File: config.mk
export PLATFORM = sky130hd
export DESIGN_NAME = awgn_stats_monitor_flat
export DESIGN_NICKNAME = d
export VERILOG_FILES = /design/src/rtl/awgn_stats_monitor_if.sv /design/src/rtl/awgn_stats_monitor.sv /design/src/flat_wrapper.sv
export SDC_FILE = /design/constraint.sdc
export NUM_CORES = 1
export LEC_CHECK = 0
export ABC_AREA = 1
export BUFFER_PORTS_ARGS = -buffer_cell sky130_fd_sc_hd__buf_2
export CAP_MARGIN = 10
export CORE_UTILIZATION = 60
export DETAILED_ROUTE_END_ITERATION = 8
export PLACE_DENSITY = 0.79
export RECOVER_POWER = 50
export REMOVE_ABC_BUFFERS = 1
export SYNTH_ARGS = -nofsm -noshare
export SYNTH_HDL_FRONTEND = slang
export SYNTH_SLANG_ARGS = --single-unit
File: constraint.sdc
create_clock -name clock -period 6.2 [get_ports clock]
set_clock_uncertainty 0.2 [all_clocks]
set_input_delay 1.86 -clock clock [delete_from_list [all_inputs] [get_ports clock]]
set_output_delay 1.86 -clock clock [all_outputs]
set_load 0.05 [all_outputs]
File: src/rtl/awgn_stats_monitor_if.sv
// Sample stream, thresholds and result bus between the AWGN checker and its consumer.
// The master drives samples/controls and reads results; the slave is the monitor.
interface awgn_stats_monitor_if #(
    parameter int DATA_W = 16,
    parameter int LOG2_N = 10
);
    logic                  start;
    logic [DATA_W-1:0]     sample_in;
    logic                  sample_valid;
    logic [DATA_W-1:0]     thr1;
    logic [DATA_W-1:0]     thr2;
    logic [DATA_W-1:0]     thr3;
    logic                  result_ack;
    logic                  busy;
    logic                  done;
    logic [DATA_W-1:0]     mean_out;
    logic [2*DATA_W-1:0]   power_out;
    logic [LOG2_N:0]       cnt1_out;
    logic [LOG2_N:0]       cnt2_out;
    logic [LOG2_N:0]       cnt3_out;

    modport master (
        output start, sample_in, sample_valid, thr1, thr2, thr3, result_ack,
        input  busy, done, mean_out, power_out, cnt1_out, cnt2_out, cnt3_out
    );

    modport slave (
        input  start, sample_in, sample_valid, thr1, thr2, thr3, result_ack,
        output busy, done, mean_out, power_out, cnt1_out, cnt2_out, cnt3_out
    );
endinterface

File: src/rtl/awgn_stats_monitor.sv
// Window statistics of the AWGN stream: mean, mean power and threshold exceedance counts
// over 2^LOG2_N accepted samples, held for firmware until acknowledged or restarted.
//
// state   | meaning
// S_IDLE  | waiting for start, results held
// S_ACCUM | accumulating valid samples until N are taken
// S_FINAL | one cycle: scale accumulators into result registers
// S_DONE  | results valid; start re-arms, result_ack returns to idle
module awgn_stats_monitor #(
    parameter int DATA_W = 16,
    parameter int LOG2_N = 10
) (
    input  logic                clock,
    input  logic                reset,
    awgn_stats_monitor_if.slave bus
);
    localparam int SUM_W = DATA_W + LOG2_N;
    localparam int SQ_W  = 2*DATA_W + LOG2_N;
    localparam int CNT_W = LOG2_N + 1;
    localparam logic [CNT_W-1:0] LAST_IDX = CNT_W'((64'd1 << LOG2_N) - 64'd1);

    typedef enum logic [1:0] {S_IDLE, S_ACCUM, S_FINAL, S_DONE} state_t;

    state_t                  state_q, state_d;
    logic [SUM_W-1:0]        sum_q, sum_d;
    logic [SQ_W-1:0]         sumsq_q, sumsq_d;
    logic [CNT_W-1:0]        count_q, count_d;
    logic [CNT_W-1:0]        c1_q, c1_d, c2_q, c2_d, c3_q, c3_d;
    logic [DATA_W-1:0]       mean_q, mean_d;
    logic [2*DATA_W-1:0]     power_q, power_d;
    logic [CNT_W-1:0]        r1_q, r1_d, r2_q, r2_d, r3_q, r3_d;

    logic [DATA_W:0]         sext;
    logic [DATA_W:0]         mag;
    logic signed [2*DATA_W-1:0] sx;
    logic signed [2*DATA_W-1:0] sq;
    logic                    gt1, gt2, gt3;

    always_comb begin
        sext = {bus.sample_in[DATA_W-1], bus.sample_in};
        // one extra bit so the most negative input has a representable magnitude
        mag  = sext[DATA_W] ? (~sext + 1'b1) : sext;
        sx   = {{DATA_W{bus.sample_in[DATA_W-1]}}, bus.sample_in};
        sq   = sx * sx;
        gt1  = mag > {1'b0, bus.thr1};
        gt2  = mag > {1'b0, bus.thr2};
        gt3  = mag > {1'b0, bus.thr3};

        state_d = state_q;
        sum_d   = sum_q;
        sumsq_d = sumsq_q;
        count_d = count_q;
        c1_d    = c1_q;
        c2_d    = c2_q;
        c3_d    = c3_q;
        mean_d  = mean_q;
        power_d = power_q;
        r1_d    = r1_q;
        r2_d    = r2_q;
        r3_d    = r3_q;

        case (state_q)
            S_IDLE, S_DONE: begin
                if (bus.start) begin
                    state_d = S_ACCUM;
                    sum_d   = '0;
                    sumsq_d = '0;
                    count_d = '0;
                    c1_d    = '0;
                    c2_d    = '0;
                    c3_d    = '0;
                end else if (state_q == S_DONE && bus.result_ack) begin
                    state_d = S_IDLE;
                end
            end
            S_ACCUM: begin
                if (bus.sample_valid) begin
                    sum_d   = sum_q + {{LOG2_N{bus.sample_in[DATA_W-1]}}, bus.sample_in};
                    sumsq_d = sumsq_q + {{LOG2_N{1'b0}}, sq};
                    c1_d    = c1_q + {{LOG2_N{1'b0}}, gt1};
                    c2_d    = c2_q + {{LOG2_N{1'b0}}, gt2};
                    c3_d    = c3_q + {{LOG2_N{1'b0}}, gt3};
                    count_d = count_q + 1'b1;
                    if (count_q == LAST_IDX) state_d = S_FINAL;
                end
            end
            S_FINAL: begin
                // dropping the low LOG2_N bits of the signed sum is a floor divide
                mean_d  = sum_q[SUM_W-1:LOG2_N];
                power_d = sumsq_q[SQ_W-1:LOG2_N];
                r1_d    = c1_q;
                r2_d    = c2_q;
                r3_d    = c3_q;
                state_d = S_DONE;
            end
            default: state_d = S_IDLE;
        endcase
    end

    always_ff @(posedge clock or negedge reset) begin
        if (!reset) begin
            state_q <= S_IDLE;
            sum_q   <= '0;
            sumsq_q <= '0;
            count_q <= '0;
            c1_q    <= '0;
            c2_q    <= '0;
            c3_q    <= '0;
            mean_q  <= '0;
            power_q <= '0;
            r1_q    <= '0;
            r2_q    <= '0;
            r3_q    <= '0;
        end else begin
            state_q <= state_d;
            sum_q   <= sum_d;
            sumsq_q <= sumsq_d;
            count_q <= count_d;
            c1_q    <= c1_d;
            c2_q    <= c2_d;
            c3_q    <= c3_d;
            mean_q  <= mean_d;
            power_q <= power_d;
            r1_q    <= r1_d;
            r2_q    <= r2_d;
            r3_q    <= r3_d;
        end
    end

    assign bus.busy      = (state_q == S_ACCUM) || (state_q == S_FINAL);
    assign bus.done      = (state_q == S_DONE);
    assign bus.mean_out  = mean_q;
    assign bus.power_out = power_q;
    assign bus.cnt1_out  = r1_q;
    assign bus.cnt2_out  = r2_q;
    assign bus.cnt3_out  = r3_q;
endmodule

File: src/flat_wrapper.sv
// flat-port wrapper written by rule: the top's interface ports become plain ports
module awgn_stats_monitor_flat 
#(
    parameter int DATA_W = 16,
    parameter int LOG2_N = 10
)
  (clock, reset, bus_start, bus_sample_in, bus_sample_valid, bus_thr1, bus_thr2, bus_thr3, bus_result_ack, bus_busy, bus_done, bus_mean_out, bus_power_out, bus_cnt1_out, bus_cnt2_out, bus_cnt3_out);
  awgn_stats_monitor_if #(.DATA_W(DATA_W), .LOG2_N(LOG2_N)) bus_i ();
  input  logic clock;
  input  logic reset;
  input wire logic [$bits(bus_i.start)-1:0] bus_start;
  input wire logic [$bits(bus_i.sample_in)-1:0] bus_sample_in;
  input wire logic [$bits(bus_i.sample_valid)-1:0] bus_sample_valid;
  input wire logic [$bits(bus_i.thr1)-1:0] bus_thr1;
  input wire logic [$bits(bus_i.thr2)-1:0] bus_thr2;
  input wire logic [$bits(bus_i.thr3)-1:0] bus_thr3;
  input wire logic [$bits(bus_i.result_ack)-1:0] bus_result_ack;
  output wire logic [$bits(bus_i.busy)-1:0] bus_busy;
  output wire logic [$bits(bus_i.done)-1:0] bus_done;
  output wire logic [$bits(bus_i.mean_out)-1:0] bus_mean_out;
  output wire logic [$bits(bus_i.power_out)-1:0] bus_power_out;
  output wire logic [$bits(bus_i.cnt1_out)-1:0] bus_cnt1_out;
  output wire logic [$bits(bus_i.cnt2_out)-1:0] bus_cnt2_out;
  output wire logic [$bits(bus_i.cnt3_out)-1:0] bus_cnt3_out;
  assign bus_i.start = bus_start;
  assign bus_i.sample_in = bus_sample_in;
  assign bus_i.sample_valid = bus_sample_valid;
  assign bus_i.thr1 = bus_thr1;
  assign bus_i.thr2 = bus_thr2;
  assign bus_i.thr3 = bus_thr3;
  assign bus_i.result_ack = bus_result_ack;
  assign bus_busy = bus_i.busy;
  assign bus_done = bus_i.done;
  assign bus_mean_out = bus_i.mean_out;
  assign bus_power_out = bus_i.power_out;
  assign bus_cnt1_out = bus_i.cnt1_out;
  assign bus_cnt2_out = bus_i.cnt2_out;
  assign bus_cnt3_out = bus_i.cnt3_out;
  awgn_stats_monitor #(.DATA_W(DATA_W), .LOG2_N(LOG2_N)) u_core (.clock(clock), .reset(reset), .bus(bus_i));
endmodule
==> results of run 1 <==
-- repair_timing --
item                                    4_1_cts  5_1_grt
endpoints found under the setup margin       36       38
pin swaps                                   288      246
buffers inserted                             56       27
gates cloned                                  3        0
gates resized for setup                     697      336
hold buffers                                  0        0
-- placed cells by master, fill, tap and decap left out, types with 8 or more instances in the layout --
cell type	synthesis	final
a21oi_1	213	132
a21oi_2	1	52
a21oi_4	0	30
buf_12	0	20
buf_2	20	135
buf_4	4	327
buf_6	3	76
buf_8	0	10
clkbuf_16	0	17
dfrtp_1	195	195
fa_1	238	215
fa_2	0	23
ha_1	207	146
ha_4	0	58
inv_1	663	556
inv_2	4	99
inv_4	0	10
mux2_2	38	38
nand2_1	628	449
nand2_2	1	101
nand2_4	1	67
nand2_8	0	13
nand3_1	108	74
nand3_2	1	30
nand3b_1	8	8
nand4_1	42	42
nor2_1	247	173
nor2_2	1	27
nor2_4	0	48
nor3_1	46	33
nor3_2	6	12
nor4_1	18	16
o21ai_0	109	76
o21ai_1	20	36
o21ai_2	1	11
o21bai_1	15	8
xnor2_1	19	11
xor2_1	45	32
-- final cells by class --
cell class | count | area [sq um] | area share (%)
Antenna cell | 1 | 2.50 | 0.00780
Clock buffer | 19 | 443 | 1.38
Clock inverter | 13 | 154 | 0.480
Inverter | 668 | 2540 | 7.92
Multi-Input combinational cell | 2073 | 18800 | 58.5
Sequential cell | 195 | 4880 | 15.2
Tap cell | 511 | 639 | 1.99
Timing Repair Buffer | 574 | 4640 | 14.5
Timing Repair inverter | 1 | 5.00 | 0.0156
-- stage by stage --
stage	utilization (%)	cells	instance area, sq um
floorplan	-	2936	22600
global placement	70.9	3950	26700
detailed placement	70.9	3950	26700
CTS	81.2	4035	30600
global route	85.1	4055	32100
finish	85.1	4055	32100
-- state kept, by name, summed over array words and instances, names as in the netlist --
name / flops
u_core.state_q: 2
u_core.sumsq_q: 42
u_core.c3_q: 11
u_core.bus.power_out: 32
u_core.bus.cnt3_out: 11
u_core.bus.cnt2_out: 11
u_core.bus.mean_out: 16
u_core.bus.cnt1_out: 11
u_core.sum_q: 26
u_core.count_q: 11
u_core.c1_q: 11
u_core.c2_q: 11
-- per-layer routing --
layer  global-route usage (%)  up-vias  routed length (um)
li1                         -    10400                   -
met1                     48.5    11500               30600
met2                     69.0     1583               41500
met3                     9.46      631               10200
met4                     21.4        8                7640
met5                        0        -                 140
-- Yosys cell counts, drive strengths merged --
| library cell | n | area (sq um) |
|---|---|---|
| a31oi | 6 | 37.5 |
| buf | 37 | 201 |
| xnor2 | 19 | 166 |
| nor2 | 248 | 933 |
| a32o | 3 | 30.0 |
| o221ai | 1 | 8.76 |
| nand3 | 109 | 551 |
| nand2 | 630 | 2370 |
| inv | 667 | 2500 |
| clkinv | 1 | 3.75 |
| o21bai | 15 | 113 |
| o21ai | 130 | 654 |
| a22o | 5 | 43.8 |
| o21a | 2 | 15.0 |
| o311ai | 1 | 8.76 |
| nor3b | 5 | 37.5 |
| o211ai | 6 | 45.0 |
| dfrtp | 195 | 4880 |
| ha | 207 | 2590 |
| or3 | 1 | 6.26 |
| fa | 238 | 4760 |
| nor4 | 18 | 113 |
| a21boi | 2 | 15.0 |
| mux2 | 38 | 428 |
| nor3 | 52 | 290 |
| clkbuf | 36 | 136 |
| a31o | 1 | 8.76 |
| nand3b | 8 | 60.1 |
| a21oi | 214 | 1070 |
| mux2i | 1 | 10.0 |
| o31ai | 8 | 60.1 |
| or2 | 6 | 37.5 |
| o22ai | 4 | 25.0 |
| xor2 | 45 | 394 |
| nand4 | 42 | 263 |
| a21o | 8 | 60.1 |
-- kinds of logic after synthesis --
logic type	count (synthesis)	share of synthesized area, %
AO/OA/AOI/OAI	406	9.59
XOR/XNOR	64	2.44
adder cells (fa/ha/maj)	445	32.1
buffers and inverters	741	12.4
flip-flops	195	21.3
multiplexers	39	1.91
AND/OR/NAND/NOR	1119	20.3
-- path summary, 6_finish.rpt --
check | start | cells after the start | end | slack (ns)
max | bus_sample_in[7] | 34 | u_core.sumsq_q[35] | -2.38
min | u_core.sum_q[6] | 2 | u_core.sum_q[6] | 0.30
max reg2reg | u_core.state_q[0] | 5 | u_core.bus.cnt2_out[4] | 1.16
min reg2reg | u_core.sum_q[6] | 2 | u_core.sum_q[6] | 0.30
max in group asynchronous | reset | 2 | u_core.bus.power_out[16] | 1.21
min in group asynchronous | reset | 1 | u_core.sum_q[23] | 1.94
-- critical path, delay by kind of cell --
family | cells | cell delay (ns)
buf+inv | 11 | 1.28
fa+ha+maj | 8 | 3.65
simple gates | 11 | 1.14
xor+xnor | 1 | 0.21
compound gates | 3 | 0.65
==> flow_metrics.env, run 1 <==
export IMPL_status="finished, violations left"
export IMPL_violations="capacitance limit, slew limit, setup timing"
export IMPL_cts_root_buf="clkbuf_16"
export IMPL_insertion_delay_ns=0.48
export IMPL_chipHeight_um=198
export IMPL_drv_slew=230
export IMPL_grt_pass1_vias=24300
export IMPL_drc_errors=0
export IMPL_die_w_um=198
export IMPL_drt_pass1_iter_count=6
export IMPL_slowest_stage="fa_1"
export IMPL_cts_buffers=17
export IMPL_setup_viol=47
export IMPL_portBuffers=151
export IMPL_clk_pin_slew_ns=0.08
export IMPL_rows=71
export IMPL_cts_htree_levels=4
export IMPL_cpPeakStageDelay_ns=0.60
export IMPL_gp_congestion=0.993
export IMPL_clock_sinks=195
export IMPL_crit_arrival_ns=8.79
export IMPL_ant_nets=0
export IMPL_worstMarginPinSlew_ns=2.98
export IMPL_syn_avg_cell_area_sq_um=7.62
export IMPL_crit_path_start_kind="input pin"
export IMPL_wl_per_cell_um=22.2
export IMPL_finalHoldViolations=0
export IMPL_fill_cells=2084
export IMPL_start_util_pct=60.9
export IMPL_whs_ns=0.298
export IMPL_max_freq_mhz=117
export IMPL_cp_max_fo=8
export IMPL_grt_pass1_wl_mm=124
export IMPL_num_vias=24100
export IMPL_synth_cell_types=50
export IMPL_global_route_overflow_total=0
export IMPL_post_drt_via_cell_ratio=5.95
export IMPL_die_area_sq_um=39000
export IMPL_netlist_area_sq_um=22900
export IMPL_grt_antenna_before_repair=3
export IMPL_period_needed_ns=8.58
export IMPL_rsz0062_at_grt="true"
export IMPL_coreArea_sq_um=37700
export IMPL_drive_gt1_share_pct=36.4
export IMPL_place_ws_ns=-2.96
export IMPL_routed_wl_mm=90.0
export IMPL_path_class="input pin to flop"
export IMPL_tritoncts="done"
export IMPL_fin_ws_ns=-2.38
export IMPL_crit_required_ns=6.41
export IMPL_syn_to_final_growth_pct=39.8
export IMPL_drt_iter0_drc=2079
export IMPL_min_period_over_period_pct=138
export IMPL_min_path_type="flop to flop"
export IMPL_fin_tns_setup_ns=-73.67
export IMPL_seq_area_frac_synth_pct=21.3
export IMPL_final_net_count=4044
export IMPL_max_cap_violations=3
export IMPL_grt_max_degree=102
export IMPL_grtUsageTotal_pct=40.9
export IMPL_clk_path_buf_depth=2
export IMPL_ys_seq_elements=195
export IMPL_pin_count=152
export IMPL_yosysWarnings=0
export IMPL_slew_headroom_pct=-98.9
export IMPL_endpoint_kind="flop"
export IMPL_hpwl_mm=54.4
export IMPL_netlist_instances=3009
Power of run 1 is left out: the tool's default activity adds up to more than one toggle a clock period on the data nets, which glitch-free logic cannot reach.
==> inputs of run 2 (changes only) <==
--- a/config.mk
+++ b/config.mk
@@ -9,6 +9,7 @@
 export BUFFER_PORTS_ARGS = -buffer_cell sky130_fd_sc_hd__buf_2
 export CAP_MARGIN = 10
 export CORE_UTILIZATION = 60
+export CTS_BUF_LIST = sky130_fd_sc_hd__clkbuf_4
 export DETAILED_ROUTE_END_ITERATION = 8
 export PLACE_DENSITY = 0.79
 export RECOVER_POWER = 50
==> run 2 against run 1 <==
The run still ends with capacitance limit, slew limit, setup timing left. Via count shrank 2.9%. First-iteration DRC count is 13% lower. Setup slack improved by 0.37 ns. Die area is the same. Final cell count barely moved. Routed wire length decreased by 7.4%. Global-route usage decreased by 3.0 points. Non-clock buffer count shrank 2. Critical path depth down 1. Critical path type unchanged. Critical endpoint is now u_core.sumsq_q[41].
==> flow_metrics.env, run 2 (synthesis results as in run 1) <==
export IMPL_post_drt_via_cell_ratio=5.78
export IMPL_clk_path_buf_depth=2
export IMPL_worstMarginPinSlew_ns=2.96
export IMPL_fill_cells=2234
export IMPL_pin_count=152
export IMPL_num_vias=23400
export IMPL_cts_root_buf="clkbuf_4"
export IMPL_wl_per_cell_um=20.5
export IMPL_violations="capacitance limit, slew limit, setup timing"
export IMPL_global_route_overflow_total=0
export IMPL_grt_antenna_before_repair=3
export IMPL_rows=71
export IMPL_syn_to_final_growth_pct=36.7
export IMPL_period_needed_ns=8.21
export IMPL_setup_worst_path_start="bus_sample_in[8]"
export IMPL_drv_slew=326
export IMPL_dpl_cell_count=3950
export IMPL_crit_path_start_kind="input pin"
export IMPL_utilization_pct=83.3
export IMPL_grt_pass1_wl_mm=116
export IMPL_largest_register="u_core.sumsq_q"
export IMPL_insertion_delay_ns=0.73
export IMPL_path_class="input pin to flop"
export IMPL_critPathMostFrequentCell="fa_1"
export IMPL_clock_sinks=195
export IMPL_tritoncts="done"
export IMPL_place_ws_ns=-2.96
export IMPL_min_from="u_core.sum_q[6]"
export IMPL_grt_pass1_vias=23300
export IMPL_coreArea_sq_um=37700
export IMPL_drc_errors=0
export IMPL_clk_pin_slew_ns=0.19
export IMPL_whs_ns=0.314
export IMPL_die_area_sq_um=39000
export IMPL_endpoint_kind="flop"
export IMPL_drt_pass1_iter_count=8
export IMPL_final_net_count=4042
export IMPL_cts_htree_levels=4
export IMPL_slew_headroom_pct=-97.5
export IMPL_rsz0062_at_grt="true"
export IMPL_portBuffers=151
export IMPL_slowest_stage="fa_2"
export IMPL_cpPeakStageDelay_ns=0.61
export IMPL_max_cap_violations=4
export IMPL_chipHeight_um=198
export IMPL_die_w_um=198
export IMPL_grtUsageTotal_pct=37.9
export IMPL_layout_common_cells="inv_1 (570), nand2_1 (468), buf_4 (349), fa_1 (209), dfrtp_1 (195)"
export IMPL_min_period_over_period_pct=132
export IMPL_max_freq_mhz=122
export IMPL_cp_max_fo=12
export IMPL_gp_congestion=0.993
export IMPL_status="finished, violations left"
export IMPL_crit_arrival_ns=8.69
export IMPL_fin_cells=4056
export IMPL_setup_viol=35
export IMPL_multi_input_area_sq_um=18600
export IMPL_reg2reg_from="u_core.state_q[0]"
export IMPL_ant_nets=0
export IMPL_grt_max_degree=102
export IMPL_drive_gt1_share_pct=35.0
export IMPL_cts_buffers=17
export IMPL_finalHoldViolations=0
export IMPL_layout_commonest_cell="inv_1"
export IMPL_hpwl_mm=54.4
export IMPL_largest_reg_flops=42
export IMPL_start_util_pct=60.9
export IMPL_crit_required_ns=6.68
export IMPL_regArea_sq_um=4880
export IMPL_postCtsHoldBufs=0
export IMPL_drt_iter0_drc=1802
export IMPL_min_path_type="flop to flop"
export IMPL_routed_wl_mm=83.3
export IMPL_fin_ws_ns=-2.01
==> run 2: routing by layer <==
| layer | routed length [um] | GRT usage (%) | up-vias |
|---|---|---|---|
| met2 | 39300 | 65.1 | 1309 |
| met1 | 29700 | 46.2 | 11200 |
| li1 | - | - | 10400 |
| met3 | 7240 | 7.02 | 552 |
| met5 | 0 | 0 | - |
| met4 | 7130 | 17.4 | 0 |
==> run 2: timing repair <==
| action | in CTS | in global routing |
|---|---|---|
| gates resized for setup | 571 | 370 |
| pin swaps | 253 | 197 |
| cloned | 3 | 0 |
| setup buffers | 41 | 32 |
| endpoints found under the setup margin | 36 | 36 |
==> run 2: worst max-delay path: cells and delay by family <==
kind                     cells  cell delay [ns]
AO/OA/AOI/OAI                1             0.08
AND/OR/NAND/NOR             14             1.83
buffers and inverters        9             0.94
adder cells (fa/ha/maj)      8             3.82
XOR/XNOR                     1             0.15
==> run 2: area by class of cell <==
class / instances / share of cell area [%]
Multi-Input combinational cell: 2073 / 59.2
Sequential cell: 195 / 15.6
Timing Repair Buffer: 572 / 14.2
Inverter: 668 / 8.11
Tap cell: 511 / 2.04
Clock inverter: 14 / 0.503
Clock buffer: 18 / 0.431
Antenna cell: 4 / 0.0319
Timing Repair inverter: 1 / 0.0160
==> run 2: through the flow <==
stage	TNS, ns	cell area, sq um
after floorplan	-56.77	22600
after global placement	-91.44	26700
after detailed placement	-93.16	26700
after CTS	-42.43	29700
after global routing	-62.18	31400
final	-57.91	31400
==> run 2: worst paths after layout <==
| kind | end | slack (ns) | cells past startpoint |
|---|---|---|---|
| min in group asynchronous | u_core.sum_q[22] | 1.67 | 1 |
| max in group asynchronous | u_core.bus.power_out[16] | 0.83 | 2 |
| worst max-delay path | u_core.sumsq_q[41] | -2.01 | 33 |
| worst min-delay path | u_core.sum_q[6] | 0.31 | 2 |
| worst max register to register | u_core.bus.mean_out[15] | 1.20 | 4 |
| worst min register to register | u_core.sum_q[6] | 0.31 | 2 |
Power of run 2 is left out for the same reason.
